<file path="src/rtl/tlu_trigger_logic.sv">
// TLU trigger decision: coincidence, veto/prescale/busy qualification, ID and time stamping, record queue.
// Optional prescaler compiled in with `define TLU_TRIGGER_PRESCALE_EN.
module tlu_trigger_logic #(
  parameter int N_IN          = 4,
  parameter int N_OUT         = 6,
  parameter int LE_WIDTH      = 8,
  parameter int TRIG_ID_WIDTH = 32,
  parameter int TS_WIDTH      = 64,
  parameter int REC_DEPTH     = 4
) (
  input  logic                                      SYS_CLK,
  input  logic                                      SYS_RST_N,
  input  logic                                      START,
  input  logic [N_IN-1:0]                           CONF_EN_INPUT,
  input  logic [1:0]                                CONF_MODE,
  input  logic [3:0]                                CONF_MAJORITY,
  input  logic [LE_WIDTH-1:0]                       CONF_MAX_LE_DISTANCE,
  input  logic [15:0]                               CONF_PRESCALE,
  input  logic [N_OUT-1:0]                          CONF_EN_OUTPUT,
  input  logic                                      TEST_PULSE,
  input  logic                                      VETO,
  input  logic [N_IN-1:0]                           IN_VALID,
  input  logic [N_IN*LE_WIDTH-1:0]                  IN_LE_REL,
  input  logic [N_OUT-1:0]                          OUT_READY,
  output logic                                      TRIG,
  output logic [LE_WIDTH-1:0]                       TRIG_LE,
  output logic [TRIG_ID_WIDTH-1:0]                  TRIG_ID,
  output logic [TS_WIDTH-1:0]                       TIME_STAMP,
  output logic                                      REC_VALID,
  input  logic                                      REC_READY,
  output logic [TRIG_ID_WIDTH+TS_WIDTH+N_IN*LE_WIDTH-1:0] REC_DATA,
  output logic [31:0]                               SKIP_CNT,
  output logic [15:0]                               VETO_CNT,
  output logic [7:0]                                LOST_CNT
);
  localparam int LES_W = N_IN * LE_WIDTH;
  localparam int REC_W = TRIG_ID_WIDTH + TS_WIDTH + LES_W;
  localparam int PTR_W = $clog2(REC_DEPTH);

  logic [N_IN-1:0]     active;
  logic [LES_W-1:0]    le_masked;
  logic [LE_WIDTH-1:0] le_max, le_min, le_span;
  logic [3:0]          hit_cnt;
  logic                coinc, gen_d;

  assign active = IN_VALID & CONF_EN_INPUT;

  genvar gi;
  generate
    for (gi = 0; gi < N_IN; gi++) begin : g_mask
      assign le_masked[gi*LE_WIDTH +: LE_WIDTH] =
        CONF_EN_INPUT[gi] ? IN_LE_REL[gi*LE_WIDTH +: LE_WIDTH] : '0;
    end
  endgenerate

  always_comb begin
    le_max  = '0;
    le_min  = '1;
    hit_cnt = '0;
    for (int i = 0; i < N_IN; i++) begin
      if (active[i]) begin
        if (IN_LE_REL[i*LE_WIDTH +: LE_WIDTH] > le_max) le_max = IN_LE_REL[i*LE_WIDTH +: LE_WIDTH];
        if (IN_LE_REL[i*LE_WIDTH +: LE_WIDTH] < le_min) le_min = IN_LE_REL[i*LE_WIDTH +: LE_WIDTH];
        hit_cnt = hit_cnt + 4'd1;
      end
    end
    le_span = (active != '0) ? le_max - le_min : '0;
    case (CONF_MODE)
      2'd0:    coinc = (CONF_EN_INPUT != '0) && (active == CONF_EN_INPUT);
      2'd1:    coinc = (active != '0);
      2'd2:    coinc = (CONF_MAJORITY != 4'd0) && (hit_cnt >= CONF_MAJORITY);
      default: coinc = 1'b0;
    endcase
    gen_d = (coinc && (le_span < CONF_MAX_LE_DISTANCE)) || TEST_PULSE;
  end

  // GEN and its hit data are registered so a candidate is judged one cycle after GEN rises
  logic                     gen_q, gen_prev_q, gen_prev_d, cand_test_q;
  logic [LE_WIDTH-1:0]      cand_max_q;
  logic [LES_W-1:0]         cand_le_q;
  logic [TRIG_ID_WIDTH-1:0] trig_id_q, trig_id_d;
  logic [TS_WIDTH-1:0]      ts_q, ts_d;
  logic [31:0]              skip_cnt_q, skip_cnt_d;
  logic [15:0]              veto_cnt_q, veto_cnt_d;
  logic [7:0]               lost_cnt_q, lost_cnt_d;
  logic [PTR_W:0]           wr_ptr_q, wr_ptr_d, rd_ptr_q, rd_ptr_d;
  logic                     cand, pass_pre, outs_ok, accept, trig;
  logic                     rec_empty, rec_full, rec_pop, rec_push;
`ifdef TLU_TRIGGER_PRESCALE_EN
  logic [15:0]              prescale_q, prescale_d;
`else
  logic                     unused_prescale;
  assign unused_prescale = ^CONF_PRESCALE;
`endif

  always_comb begin
    gen_prev_d = gen_q;
    cand       = gen_q && !gen_prev_q && !START;
`ifdef TLU_TRIGGER_PRESCALE_EN
    pass_pre   = cand_test_q || (prescale_q == CONF_PRESCALE);
    prescale_d = prescale_q;
    if (START)
      prescale_d = '0;
    else if (cand && !VETO && !cand_test_q)
      prescale_d = (prescale_q == CONF_PRESCALE) ? 16'd0 : prescale_q + 16'd1;
`else
    pass_pre   = 1'b1;
`endif
    outs_ok   = &(OUT_READY | ~CONF_EN_OUTPUT);
    accept    = cand && !VETO && pass_pre;
    trig      = accept && outs_ok;

    // Pop is honoured before push, so a full queue being drained still accepts a record
    rec_empty = (wr_ptr_q == rd_ptr_q);
    rec_full  = ((wr_ptr_q - rd_ptr_q) == (PTR_W+1)'(REC_DEPTH));
    rec_pop   = !rec_empty && REC_READY;
    rec_push  = trig && (!rec_full || rec_pop);
    wr_ptr_d  = wr_ptr_q + (PTR_W+1)'(rec_push);
    rd_ptr_d  = rd_ptr_q + (PTR_W+1)'(rec_pop);

    ts_d       = START ? TS_WIDTH'(1) : ((ts_q == '1) ? ts_q : ts_q + TS_WIDTH'(1));
    trig_id_d  = START ? '0 : trig_id_q + TRIG_ID_WIDTH'(trig);
    skip_cnt_d = START ? '0 : skip_cnt_q + 32'(accept && !outs_ok);
    veto_cnt_d = START ? '0 :
                 ((cand && VETO && veto_cnt_q != '1) ? veto_cnt_q + 16'd1 : veto_cnt_q);
    lost_cnt_d = (trig && !rec_push && lost_cnt_q != '1) ? lost_cnt_q + 8'd1 : lost_cnt_q;
  end

  always_ff @(posedge SYS_CLK or negedge SYS_RST_N) begin
    if (!SYS_RST_N) begin
      gen_q       <= 1'b0;
      gen_prev_q  <= 1'b0;
      cand_test_q <= 1'b0;
      cand_max_q  <= '0;
      cand_le_q   <= '0;
      trig_id_q   <= '0;
      ts_q        <= TS_WIDTH'(1);
      skip_cnt_q  <= '0;
      veto_cnt_q  <= '0;
      lost_cnt_q  <= '0;
      wr_ptr_q    <= '0;
      rd_ptr_q    <= '0;
`ifdef TLU_TRIGGER_PRESCALE_EN
      prescale_q  <= '0;
`endif
    end else begin
      gen_q       <= gen_d;
      gen_prev_q  <= gen_prev_d;
      cand_test_q <= TEST_PULSE;
      cand_max_q  <= le_max;
      cand_le_q   <= le_masked;
      trig_id_q   <= trig_id_d;
      ts_q        <= ts_d;
      skip_cnt_q  <= skip_cnt_d;
      veto_cnt_q  <= veto_cnt_d;
      lost_cnt_q  <= lost_cnt_d;
      wr_ptr_q    <= wr_ptr_d;
      rd_ptr_q    <= rd_ptr_d;
`ifdef TLU_TRIGGER_PRESCALE_EN
      prescale_q  <= prescale_d;
`endif
    end
  end

  logic [REC_W-1:0] rec_mem [REC_DEPTH];

  always_ff @(posedge SYS_CLK) begin
    if (rec_push) rec_mem[wr_ptr_q[PTR_W-1:0]] <= {trig_id_q, ts_q, cand_le_q};
  end

  assign TRIG       = trig;
  assign TRIG_LE    = trig ? cand_max_q : '0;
  assign TRIG_ID    = trig_id_q;
  assign TIME_STAMP = ts_q;
  assign REC_VALID  = !rec_empty;
  assign REC_DATA   = rec_empty ? '0 : rec_mem[rd_ptr_q[PTR_W-1:0]];
  assign SKIP_CNT   = skip_cnt_q;
  assign VETO_CNT   = veto_cnt_q;
  assign LOST_CNT   = lost_cnt_q;

endmodule

</file>
<file path="config.mk">
export PLATFORM = sky130hd
export DESIGN_NAME = tlu_trigger_logic
export DESIGN_NICKNAME = d
export VERILOG_FILES = /design/src/rtl/tlu_trigger_logic.sv
export SDC_FILE = /design/constraint.sdc
export NUM_CORES = 1
export LEC_CHECK = 0
export BUFFER_PORTS_ARGS = -buffer_cell sky130_fd_sc_hd__buf_2
export CORE_AREA = 2 2 282 284
export CTS_BUF_LIST = sky130_fd_sc_hd__clkbuf_2 sky130_fd_sc_hd__clkbuf_4 sky130_fd_sc_hd__clkbuf_8
export CTS_CLUSTER_DIAMETER = 80
export DETAILED_ROUTE_END_ITERATION = 8
export DIE_AREA = 0 0 284 286
export PLACE_DENSITY = 0.7
export SYNTH_ARGS = -nofsm -noshare
export SYNTH_HDL_FRONTEND = slang
export SYNTH_SLANG_ARGS = --single-unit
</file>
<file path="constraint.sdc">
create_clock -name SYS_CLK -period 13.6 [get_ports SYS_CLK]
set_input_delay 3.4 -clock SYS_CLK [delete_from_list [all_inputs] [get_ports SYS_CLK]]
set_output_delay 3.4 -clock SYS_CLK [all_outputs]
set_load 0.05 [all_outputs]
</file>
==> impl_metrics.yaml, run 1 <==
run_status:
  outcome: "completed"
job:
  max-cap-violations: 0
critical_path:
  cp.arrival_ns: 13.10
  critPathKind: "input pin to flop"
  path_max_fanout: 14
  crit_path_end_kind: "flop"
  reg2reg_from: "rd_ptr_q[1]"
  cp_slowest_cell: "a2111oi_0"
  crit_top_cell: "ha_1"
  crit_path_max_incr_delay_ns: 0.51
  r2r_end: "rec_mem[1][75]"
  rrSetupSlack_ns: 9.64
  cp-start-kind: "input pin"
  crit_start: "IN_VALID[0]"
  required_ns: 14.24
  r2r_cells: 9
routing:
  wirelength_mm: 72.82
  dr.pass1.iters: 5
  first_iter_violations: 1273
  ant_nets: 0
  drt-vias-per-instance: 5.162
  vias: 18770
  route.detailed.drc: 0
  routedWlPerCell_um: 20.02
die:
  fp.dieH_um: 286
  start_util_pct: 39.47
  core_area_um2: 78360
  dieArea_um2: 81220
  ioPinCount: 378
  row_count: 103
  die-width_um: 284
clock_tree:
  path_clk_slew_ns: 0.06
  cts_root_buffer: "clkbuf_8"
  htree_levels: 3
  numCtsBuffers: 112
  cts_setup_buffers: 0
  clk_latency_ns: 0.71
  cts_buffer_depth: 3
  holdBufCountCts: 0
  clock-sinks: 712
  cts.repair.resized: 0
  tritoncts: "built"
logic_synthesis:
  syn_area_um2: 30930
  synth_nets: 2235
  netlist_instances: 2068
  synth_commonest_cells: "512 x edfxtp_1, 199 x dfrtp_1, 176 x and2_1"
  synth_cell_types: 70
  synth_top_area_share_pct: 49.71
  yosys_warnings: 0
  yosys_register_bits: 712
  avgSynthCellArea_um2: 14.96
  synth_most_common_cell: "edfxtp_1"
  yosysSeqAreaShare_pct: 65.90
  synth_top_area_cell: "edfxtp_1"
  synth_edf_count: 512
  synthArstFlopShare_pct: 28.09
  synth.area.top_cells: "edfxtp_1 50%, dfrtp_1 16%, mux4_2 9.3%"
  ys_dominant_reg_cell: "edfxtp_1"
final_layout:
  drive_gt1_share_pct: 29.17
  area_growth_pct: 17.91
  design_area_um2: 36470
  nets: 2652
placement:
  portBuffers: 361
  dp_hpwl_mm: 47.73
  post_dp_cell_area_um2: 33950
  gp_congestion: 0.8332
worst_hold_path:
  min_from: "gen_prev_d"
  whs_path_depth: 0
  hold_path.class: "flop to flop"
  min_to: "gen_prev_q"
grt:
  grt-ovfl-total: 0
  antenna_found_initial: 1
  track_usage_pct: 17.79
  grt_start_max_net_pins: 83
  grt_first_pass_wirelength_mm: 113.1
  grt_pass1_vias: 19820
power:
  p_leak_nw: 14.25
  cellPowerDensity_nw_per_um2: 189.1
  ir_drop_mv: 0.1222
sta:
  clock_skew_ns: 0.04463
  min_period_ns: 12.46
  slew_headroom_pct: 26.72
  timing.hold.ws_ns: 0.4415
  rsz0062_at_grt: "no"
  slew_viol_final: 0
  setup_viol: 0
  final_hold_viol_count: 0
  clock.fmax_mhz: 80.24
  fin_setup_tns_ns: 0
  worstMarginPinSlew_ns: 1.091
  period_share_pct: 91.63
## critical path, delay by kind of cell
family | cells | cell delay [ns]
multiplexers | 2 | 0.75
AND/OR/NAND/NOR | 9 | 1.81
XOR/XNOR | 1 | 0.14
adder cells (fa/ha/maj) | 5 | 1.39
buffers and inverters | 4 | 0.67
AO/OA/AOI/OAI | 18 | 4.91
## flip-flops by register name (all words and copies together) (netlist names), 3 cells and up
signal / count
TRIG_ID: 32
rd_ptr_q: 3
VETO_CNT: 16
TIME_STAMP: 64
SKIP_CNT: 32
LOST_CNT: 8
wr_ptr_q: 3
rec_mem: 512
cand_le_q: 32
cand_max_q: 8
## placed cells by master, fill, tap and decap left out, drive strengths merged, types with 70 or more instances in the layout
master,count
buf,384
inv,70
xor2,82
edfxtp,512
mux4,128
and2,176
ha,78
nor2,174
dfrtp,199
clkbuf,176
nand2,95
## stage by stage
stage | total power [mW] | util, % | setup slack [ns] | instances
final | 6.895 | 46.54 | 1.138 | 3637
after global routing | 7.194 | 46.54 | 0.1424 | 3636
after CTS | 6.995 | 46.53 | 1.211 | 3635
after detailed placement | 5.022 | 43.33 | 0.4664 | 3421
after global placement | 5.008 | 43.33 | 0.5980 | 3421
after floorplan | 4.379 | - | 2.385 | 2068
## layer usage
metal | global-route usage [%] | up-vias | part of all wire, %
li1 | - | 8540 | -
met2 | 30.78 | 591 | 50
met4 | 4.750 | 0 | 1.8
met3 | 3.884 | 118 | 6.0
met5 | 0 | - | 0
met1 | 22.68 | 9525 | 42
## logic make-up after synthesis
logic type	share of synthesized area (%)
DFF	65.90
and+or+nand+nor	11.60
AOI/OAI and AO/OA	3.236
muxes	10.32
buffers and inverters	1.942
xor gates and xnor gates	3.766
adders and majority gates	3.220
other	0.01212
## where the power goes
| part | total [mW] | internal [mW] | leakage (nW) | switching (mW) |
|---|---|---|---|---|
| clock | 1.96 | 1.11 | 1.32 | 0.843 |
| combinational | 2.54 | 0.756 | 5.61 | 1.79 |
| sequential | 2.40 | 2.34 | 7.32 | 0.0521 |
## area by class of cell
cell class | instances | area, um2
Antenna cell | 2 | 5.005
Multi-Input combinational cell | 1205 | 9988
Sequential cell | 712 | 20390
Tap cell | 1050 | 1314
Timing Repair Buffer | 385 | 1998
Inverter | 69 | 259.0
Clock inverter | 39 | 394.1
Clock buffer | 175 | 2121
Fill cell | 6891 | 41890
## worst max-delay path by stage
stage	to
2_1_floorplan	gen_prev_d
3_3_place_gp	gen_prev_d
3_5_place_dp	gen_prev_d
4_1_cts	gen_prev_d
5_1_grt	gen_prev_d
6_report	gen_prev_d
(Power assumes the default switching activity.)
==> inputs of run 2 (changes only) <==
--- a/config.mk
+++ b/config.mk
@@ -7,10 +7,10 @@
 export LEC_CHECK = 0
 export BUFFER_PORTS_ARGS = -buffer_cell sky130_fd_sc_hd__buf_2
-export CORE_AREA = 2 2 282 284
+export CORE_AREA = 2 2 252 254
 export CTS_BUF_LIST = sky130_fd_sc_hd__clkbuf_2 sky130_fd_sc_hd__clkbuf_4 sky130_fd_sc_hd__clkbuf_8
 export CTS_CLUSTER_DIAMETER = 80
 export DETAILED_ROUTE_END_ITERATION = 8
-export DIE_AREA = 0 0 284 286
-export PLACE_DENSITY = 0.7
+export DIE_AREA = 0 0 254 256
+export PLACE_DENSITY = 0.82
 export SYNTH_ARGS = -nofsm -noshare
 export SYNTH_HDL_FRONTEND = slang
==> constraint.sdc (replaced) <==
create_clock -name SYS_CLK -period 13.6 [get_ports SYS_CLK]
set_input_delay 0.68 -clock SYS_CLK [delete_from_list [all_inputs] [get_ports SYS_CLK]]
set_output_delay 0.68 -clock SYS_CLK [all_outputs]
set_load 0.05 [all_outputs]
==> run 2 against run 1 <==
Global-route usage is 4.2 points higher; first-iteration DRC count increased by 10%; via count rose by 0.78%; sequential share of layout area increased by 0.44 points.
==> impl_metrics.yaml, run 2 (synthesis results as in run 1) <==
routing:
  ant_nets: 0
  wirelength_mm: 70.62
  dr.pass1.iters: 6
  route.detailed.drc: 0
  drt-vias-per-instance: 5.527
  vias: 18920
  first_iter_violations: 1405
  routedWlPerCell_um: 20.63
final_layout:
  final_cell_mix: "512 x edfxtp_1, 359 x buf_2, 197 x dfrtp_1, 176 x and2_1, 171 x nor2_1"
  final_common_cell: "edfxtp_1"
  design_area_um2: 36180
  n_antenna_cell: 0
  fin_util_pct: 58.00
  area_growth_pct: 17.00
  drive_gt1_share_pct: 29.22
  largest_register_ff_count: 512
  nets: 2645
die:
  core_area_um2: 62390
  start_util_pct: 49.57
  row_count: 92
  die-width_um: 254
  fp.dieH_um: 256
  dieArea_um2: 65020
  ioPinCount: 378
sta:
  slew_viol_final: 0
  worstMarginPinSlew_ns: 1.070
  clock_skew_ns: 0.05540
  rsz0062_at_grt: "no"
  period_share_pct: 73.34
  final_hold_viol_count: 0
  min_period_ns: 9.974
  fin_setup_tns_ns: 0
  slew_headroom_pct: 28.09
  clock.fmax_mhz: 100.3
  timing.hold.ws_ns: 0.1768
  setup_viol: 0
grt:
  grt-ovfl-total: 0
  antenna_found_initial: 2
  grt_first_pass_wirelength_mm: 110.9
  grt_start_max_net_pins: 129
  grt_pass1_vias: 19940
  track_usage_pct: 21.97
clock_tree:
  cts_setup_buffers: 0
  cts_buffer_depth: 3
  clock-sinks: 712
  cts.repair.resized: 0
  numCtsBuffers: 111
  path_clk_slew_ns: 0.06
  tritoncts: "built"
  htree_levels: 3
  clk_latency_ns: 0.70
  cts_root_buffer: "clkbuf_8"
run_status:
  outcome: "completed"
job:
  max-cap-violations: 0
placement:
  portBuffers: 361
  post_dp_cell_area_um2: 33650
  gp_congestion: 0.8438
  dp_hpwl_mm: 44.93
critical_path:
  path_buf_inv: 3
  cp.arrival_ns: 10.60
  cp_slowest_cell: "o311ai_1"
  critical_path.top_delay_family: "compound AO/OA/AOI/OAI gates"
  crit_path_end_kind: "flop"
  crit_top_cell: "o21ai_0"
  cp-start-kind: "input pin"
  crit_path_max_incr_delay_ns: 0.58
  required_ns: 14.23
  critPathKind: "input pin to flop"
  path_max_fanout: 19
power:
  p_leak_nw: 14.24
  comb_power_share_pct: 36.4
  intPower_mw: 4.245
  power_mw: 6.904
  seq_power_share_pct: 34.9
  p_clk_share_pct: 28.7
  switchingPower_mw: 2.659
  ir_drop_mv: 0.1280
  switching_share_pct: 38.51
  cellPowerDensity_nw_per_um2: 190.8
worst_hold_path:
  hold_path.class: "input pin to flop"
-- run 2: worst paths after layout --
kind / start / to / depth (start not counted) / slack (ns)
setup / recovery: CONF_EN_INPUT[0] / gen_prev_d / 40 / 3.63
min in group asynchronous: SYS_RST_N / LOST_CNT[5] / 2 / 0.53
hold reg to reg: gen_prev_d / gen_prev_q / 0 / 0.40
max in group asynchronous: SYS_RST_N / cand_le_q[12] / 3 / 11.64
hold / removal: TEST_PULSE / gen_prev_d / 2 / 0.18
setup reg to reg: rd_ptr_q[0] / rec_mem[1][65] / 8 / 9.47
-- run 2: repair_timing --
item | in CTS | in global routing
endpoints found under the setup margin | 0 | 0
hold buffers | 1 | 0
endpoints found under the hold margin | 63 | 0
-- run 2: metrics by stage --
| stage | worst slack [ns] | instances |
|---|---|---|
| after floorplan | 1.600 | 2068 |
| after CTS | 3.776 | 3423 |
| after global routing | 3.032 | 3423 |
| after detailed placement | 3.009 | 3210 |
| final | 3.626 | 3423 |
| after global placement | 3.121 | 3210 |
-- run 2: power groups by stage --
stage / registers, mW / logic, mW / clock network (mW)
2_1_floorplan: 2.41 / 1.97 / 0
3_3_place_gp: 2.45 / 2.51 / 0
3_5_place_dp: 2.46 / 2.53 / 0
4_1_cts: 2.42 / 2.54 / 2.02
5_1_grt: 2.42 / 2.65 / 2.11
6_report: 2.41 / 2.51 / 1.98
-- run 2: area by class of cell --
class | instances | area (um2)
Clock buffer | 171 | 2059
Sequential cell | 712 | 20390
Fill cell | 4776 | 26210
Timing Repair Buffer | 379 | 1968
Inverter | 69 | 259.0
Tap cell | 846 | 1059
Multi-Input combinational cell | 1205 | 9982
Clock inverter | 41 | 469.2
-- run 2: metal layers --
metal	up-vias	track usage, %	share of wire (%)
li1	8526	-	-
met1	9546	28.58	41
met2	729	36.79	50
met3	117	5.187	7.2
met4	2	6.552	1.9
met5	-	0	0.018
